## src/rtl/neuron_mem_arbiter.sv

```systemverilog
// neuron_mem_arbiter: shares the single-port neuron-state SRAM between sweep, charge and host with a charge RMW lock
//   CLK, RST                         clock and synchronous active-high reset
//   {sw,ch,host}_req_i/_we_i/_addr_i/_wdata_i   requester access (held until granted)
//   ch_lock_i                        with a charge read: keep the SRAM for the matching write-back
//   {sw,ch,host}_gnt_o               combinational grant, at most one per cycle
//   {sw,ch,host}_rvalid_o, rdata_o   read data, one cycle after a read grant
//   mem_cs_o/we_o/addr_o/wdata_o, mem_rdata_i   SRAM macro port (1-cycle read latency)
//   lock_err_o                       one-cycle pulse when the lock times out
//   NMA_HOST_AGING_EN                optional host aging; undefined gives strict priority
module neuron_mem_arbiter #(
    parameter int N             = 256,
    parameter int DW            = 32,
    parameter int LOCK_TIMEOUT  = 8,
    parameter int HOST_MAX_WAIT = 16,
    localparam int AW           = $clog2(N)
) (
    input  logic          CLK,
    input  logic          RST,
    input  logic          sw_req_i,
    input  logic          sw_we_i,
    input  logic [AW-1:0] sw_addr_i,
    input  logic [DW-1:0] sw_wdata_i,
    input  logic          ch_req_i,
    input  logic          ch_we_i,
    input  logic [AW-1:0] ch_addr_i,
    input  logic [DW-1:0] ch_wdata_i,
    input  logic          ch_lock_i,
    input  logic          host_req_i,
    input  logic          host_we_i,
    input  logic [AW-1:0] host_addr_i,
    input  logic [DW-1:0] host_wdata_i,
    output logic          sw_gnt_o,
    output logic          ch_gnt_o,
    output logic          host_gnt_o,
    output logic          sw_rvalid_o,
    output logic          ch_rvalid_o,
    output logic          host_rvalid_o,
    output logic [DW-1:0] rdata_o,
    output logic          mem_cs_o,
    output logic          mem_we_o,
    output logic [AW-1:0] mem_addr_o,
    output logic [DW-1:0] mem_wdata_o,
    input  logic [DW-1:0] mem_rdata_i,
    output logic          lock_err_o
);
    localparam int IW = $clog2(LOCK_TIMEOUT + 1);
    typedef enum logic {ARB, LOCKED} state_t;
    state_t        state, state_nx;
    logic [IW-1:0] idle_cnt;
    logic [2:0]    rv_q;
    logic          timeout, aged;
    assign timeout = state == LOCKED && idle_cnt == IW'(LOCK_TIMEOUT);
`ifdef NMA_HOST_AGING_EN
    localparam int WW = $clog2(HOST_MAX_WAIT + 1);
    logic [WW-1:0] wait_cnt;
    always_ff @(posedge CLK) begin
        if (RST || !host_req_i || host_gnt_o)
            wait_cnt <= '0;
        else if (wait_cnt != WW'(HOST_MAX_WAIT))
            wait_cnt <= wait_cnt + 1'b1;
    end
    assign aged = host_req_i && wait_cnt == WW'(HOST_MAX_WAIT);
`else
    assign aged = 1'b0;
`endif
    always_ff @(posedge CLK) begin
        state <= RST ? ARB : state_nx;
    end
    always_comb begin
        state_nx = state;
        if (state == ARB && ch_gnt_o && !ch_we_i && ch_lock_i)
            state_nx = LOCKED;
        else if (state == LOCKED && (timeout || (ch_gnt_o && ch_we_i)))
            state_nx = ARB;
    end
    // Grants are gated by RST so the SRAM is never touched in a reset cycle.
    always_comb begin
        sw_gnt_o   = 1'b0;
        ch_gnt_o   = 1'b0;
        host_gnt_o = 1'b0;
        lock_err_o = 1'b0;
        if (!RST) begin
            if (state == LOCKED) begin
                lock_err_o = timeout;
                ch_gnt_o   = ch_req_i && !timeout;
            end else if (aged) begin
                host_gnt_o = 1'b1;
            end else begin
                sw_gnt_o   = sw_req_i;
                ch_gnt_o   = ch_req_i && !sw_req_i;
                host_gnt_o = host_req_i && !sw_req_i && !ch_req_i;
            end
        end
    end
    // Idle cycles only accumulate while the lock is held without a charge request.
    always_ff @(posedge CLK) begin
        if (RST || state == ARB || timeout || ch_gnt_o)
            idle_cnt <= '0;
        else if (!ch_req_i)
            idle_cnt <= idle_cnt + 1'b1;
    end
    always_ff @(posedge CLK) begin
        rv_q <= RST ? 3'b0 : {host_gnt_o && !host_we_i, ch_gnt_o && !ch_we_i, sw_gnt_o && !sw_we_i};
    end
    assign sw_rvalid_o   = rv_q[0] && !RST;
    assign ch_rvalid_o   = rv_q[1] && !RST;
    assign host_rvalid_o = rv_q[2] && !RST;
    assign rdata_o       = mem_rdata_i;
    assign mem_cs_o      = sw_gnt_o || ch_gnt_o || host_gnt_o;
    assign mem_we_o      = (sw_gnt_o && sw_we_i) || (ch_gnt_o && ch_we_i) || (host_gnt_o && host_we_i);
    assign mem_addr_o    = ({AW{sw_gnt_o}} & sw_addr_i) | ({AW{ch_gnt_o}} & ch_addr_i) | ({AW{host_gnt_o}} & host_addr_i);
    assign mem_wdata_o   = ({DW{sw_gnt_o}} & sw_wdata_i) | ({DW{ch_gnt_o}} & ch_wdata_i) | ({DW{host_gnt_o}} & host_wdata_i);
endmodule

```

## config.mk

```make
export PLATFORM = sky130hd
export DESIGN_NAME = neuron_mem_arbiter
export DESIGN_NICKNAME = d
export VERILOG_FILES = /design/src/rtl/neuron_mem_arbiter.sv
export SDC_FILE = /design/constraint.sdc
export NUM_CORES = 1
export LEC_CHECK = 0
export BUFFER_PORTS_ARGS = -buffer_cell sky130_fd_sc_hd__buf_2
export CORE_AREA = 2 2 93 95
export DETAILED_ROUTE_END_ITERATION = 16
export DIE_AREA = 0 0 95 97
export PLACE_DENSITY = 0.59
export SYNTH_ARGS = -nofsm -noshare
export SYNTH_HDL_FRONTEND = slang
export SYNTH_SLANG_ARGS = --single-unit
```

## constraint.sdc

```tcl
create_clock -name CLK -period 2 [get_ports CLK]
set_input_delay 0 -clock CLK [delete_from_list [all_inputs] [get_ports CLK]]
set_output_delay 0 -clock CLK [all_outputs]
set_load 0.005 [all_outputs]
```

Word level (Yosys, flattened, before mapping)
Cells that the tools add are included.

word-level totals
  register bits after elaboration = 8
  input port bits = 161
  output and inout bits = 81
  word-level logic and storage cells = 60

cells by class
  $add $sub $neg = 1
  eq/ne operators = 1
  multiplexer cells = 10
  bitwise gates (word level) = 11
  reductions and logical operators = 34

operators with widths
  kind                                          number
  bitwise AND 32 bit                            3
  bitwise OR 32 bit                             2
  bitwise AND 8 bit                             3
  logical AND 1 bit                             18
  bitwise OR 8 bit                              2
  two-way mux 1 bit                             10
  logical OR 1 bit                              8
  zero test 1 bit                               7
  adder 4 x 1 -> 4 bit (second input constant)  1
  equality test 4 bit (second input constant)   1
  nonzero test 2 bit                            1
  NOT 1 bit                                     1

Longest topological paths before layout
  word-level depth = 11
  gate-level depth with buffers = 7
  gate-level depth less buffers = 5

Worst setup path after synthesis
OpenSTA, ideal clock, no wires.

  kind = flip-flop to flip-flop
  start = reg idle_cnt[0]
  end = reg rv_q[1]
  library setup time = 0.058 ns
  data arrival time = 1.468 ns
  data required time = 1.942 ns
  slack = 0.474 ns
  cell stages (with the launch flop) = 8
  buffers on the path = 2
  clock period less this slack = 1.526 ns
  cell sequence = dfxtp_1 -> inv_1 -> ha_1 -> and4b_1 -> nor4bb_1 -> buf_4 -> buf_8 -> and2b_1

on the way
  longest elaborated chain between the ends = 7

ends and longest elaborated chain
  element                 line  source
  from (decl)             49    logic [IW-1:0] idle_cnt;
  from (signal assigned)  100   idle_cnt <= idle_cnt + 1'b1;
  equality test 4 bit     52    assign timeout = state == LOCKED && idle_cnt == IW'(LOCK_TIMEOUT);
  logical AND 1 bit       52
  zero test 1 bit         85    ch_gnt_o = ch_req_i && !timeout;
  logical AND 1 bit       85
  two-way mux 1 bit       83    if (state == LOCKED) begin
  two-way mux 1 bit       82    if (!RST) begin
  net ch_gnt_o            33    output logic ch_gnt_o,
  logical AND 1 bit       103   rv_q <= RST ? 3'b0 : {host_gnt_o && !host_we_i, ch_gnt_o && !ch_we_i, sw_gnt_o && !sw_we_i};
  to (signal assigned)    103
  to (decl)               50    logic [2:0] rv_q;

The timed path passes the listed nets, and every way through them passes these cells.
A chain may end at the register's enable or synchronous reset.

Worst setup path after layout
  start = reg idle_cnt[1]
  end = out mem_wdata_o[12]

on the way
  longest elaborated chain between the ends = 9

ends and longest elaborated chain
  element                         line  source
  equality test 4 bit             52
  logical AND 1 bit               52
  zero test 1 bit                 85
  logical AND 1 bit               85
  two-way mux 1 bit               83
  two-way mux 1 bit               82
  bitwise AND 32 bit              112   assign mem_wdata_o = ({DW{sw_gnt_o}} & sw_wdata_i) | ({DW{ch_gnt_o}} & ch_wdata_i) | ({DW{host_gnt_o}} & host_ ...
  bitwise OR 32 bit (2 in a row)  112
  to (decl)                       42    output logic [DW-1:0] mem_wdata_o,

No other way between the ends.

==> results.yml <==
die:
  die-area_mm2: 0.009215
  dieWidth_um: 95
  initial_core_util: 0.1727
  rows: 33
  coreArea_mm2: 0.008134
  io-pin-count: 242
  die_height_um: 97
sta:
  hold_violations: 0
  whs_ps: 0.001995
  max_freq_mhz: 508.2
  finClkSkew_ps: 2.915
  worst_pin_slew_ps: 560.3
  final_max_slew_viol_count: 0
  timing.setup.tns_ps: 0
  finalSetupViolCount: 0
  fin_crit_ps: 1968
  min_period_over_period: 0.9838
  rsz0062_at_grt: "yes"
  slew_headroom: 0.6265
run_status:
  status: "complete, no violations"
power_and_ir_drop:
  power_mw: 0.7292
  power_leakage_nw: 1.380
  ir_drop_uv: 146.2
  powerDensity_mw_per_mm2: 317.6
hold_path:
  min_path_cells: 0
  worstHoldPathType: "primary input to primary output"
setup_path:
  critPathKind: "flip-flop to primary output"
  rr_worst_depth: 7
  worst_setup_path_end_kind: "primary output"
  crit_required_ps: 2000
  critPathLaunchType: "flip-flop"
  worstPathArrival_ps: 1970
  cp_max_fo: 12
  r2r_slack_ps: 340
place:
  io_buffers: 177
  gp_congestion: 0.8181
  place_area_mm2: 0.002141
  dp_cells: 411
  dp_hpwl_um: 4603
final_layout:
  syn_to_final_growth_pct: 63.40
  layout_commonest_cell: "buf_2"
  diodes: 0
  fin_area_mm2: 0.002296
  layout_common_cells: "buf_2, and3_1, a221o_1"
  nNetsFinal: 480
  stdcell_count: 420
  drive_gt1_frac: 0.6254
synth:
  synthXorXnorAreaFrac: 0.01247
  synth_area_mm2: 0.001405
  ys_seq_area_frac: 0.1140
  async_flop_share: 0
  syn_area_per_cell_um2: 8.122
  synth-simple-area-share: 0.2841
  ys_warn_count: 0
  synth_cell_types: 28
  synthMuxAreaShare: 0
  syn_nets: 336
  synth_edf_count: 0
  synth_compound_area_frac: 0.3063
  synth_seq_cells: 8
  synthCells: 173
  synth_top_family_by_area: "compound AO/OA/AOI/OAI gates"
  yosys.area_share.adder: 0.01781
  ys.flop_type: "dfxtp_1"
global_routing:
  grt_usage: 0.1078
  overflow: 0
  grt_max_degree: 43
  grt_pass1_wl_um: 8349
  grt_pass1_vias: 1835
  antenna_found_initial: 0
clock_tree:
  clock_latency_ps: 230
  clk_pin_slew_ps: 40
  cts_sinks: 8
  clockRootBuffer: "clkbuf_8"
  numCtsBuffers: 3
  cts_tree: "yes"
  htree_levels: 1
  cts_max_path_buffers: 2
route:
  wl_per_cell_um: 14.39
  drt_pre_antenna_iters: 9
  top_layer: "met4"
  num_vias: 1992
  drc: 0
  wirelength_met1_um: 2346
  wl_met3_um: 532
  ant_nets: 0
  wl_met2_um: 3018
  via_per_inst: 4.743
  finalWirelength_um: 6043
  first_iter_violations: 85
flow_run:
  cap_violations: 0
## cell usage after synthesis (2+ instances only)
library cell	count	area, µm²
a221o_1	41	410.4
and3_1	41	256.5
buf_4	33	247.7
buf_8	4	60.06
clkbuf_1	12	45.04
dfxtp_1	8	160.2
ha_1	2	25.02
inv_1	4	15.01
nor2_1	5	18.77
nor2b_1	5	31.28
## layer usage
metal  vias up  global-route usage
met3        23             0.01168
met2       117              0.1920
li1        937                   -
met5         -                   0
met1       915              0.1295
met4         0             0.04236
## path summary, 6_finish.rpt
check	to	start
hold / removal	rdata_o[5]	mem_rdata_i[5]
hold reg to reg	idle_cnt[0]	idle_cnt[0]
setup reg to reg	rv_q[1]	idle_cnt[1]
setup / recovery	mem_wdata_o[12]	idle_cnt[1]
## layout make-up
type                       instances  area [µm²]
timing repair buffer             189        1030
sequential                         8       162.7
clock buffer                       3       41.29
tap                              105       131.4
multi-input combinational        111       915.9
fill                             889        5838
inverter                           4       15.01
## registers in the layout, indices dropped and copies added (netlist names)
register  cells
idle_cnt      4
rv_q          3
state         1
## power breakdown
| group | leakage [nW] | switching [mW] | total (mW) | internal, mW |
|---|---|---|---|---|
| sequential | 0.0658 | 0.00198 | 0.165 | 0.163 |
| combinational | 1.29 | 0.152 | 0.369 | 0.216 |
| clock | 0.0216 | 0.0648 | 0.195 | 0.130 |
| total | 1.38 | 0.219 | 0.729 | 0.510 |
## cell families (layout without fill, tap and decap cells)
logic type	after synthesis	in the layout
AO/OA/AOI/OAI	44	44
XOR/XNOR	2	2
flip-flops	8	8
AND/OR/NAND/NOR	63	63
buffers and inverters	54	196
adder cells (fa/ha/maj)	2	2
## worst max-delay path: stages, from the launching register on
cell	delay, ps
dfxtp_2	330
inv_1	70
ha_4	160
and4b_1	230
nor4bb_4	360
buf_6	190
buf_8	150
a221o_1	150
buf_2	110
## metrics by stage
stage | setup slack (ps) | utilization
3_5_place_dp | 230.7 | 0.2632
4_1_cts | -21.48 | 0.2707
5_1_grt | -87.47 | 0.2823
6_report | 32.35 | 0.2823
3_3_place_gp | 271.0 | 0.2632
2_1_floorplan | 474.1 | -
## timing repair
action                                  in CTS  in global routing
pin swaps                                    0                 14
gates resized for setup                      0                 16
buffers inserted                             0                  1
gates cloned                                 0                  3
hold buffers                                 2                  0
hold endpoints to repair                     2                  0
endpoints found under the setup margin       4                 42
Power figures use the tool's default switching activity.
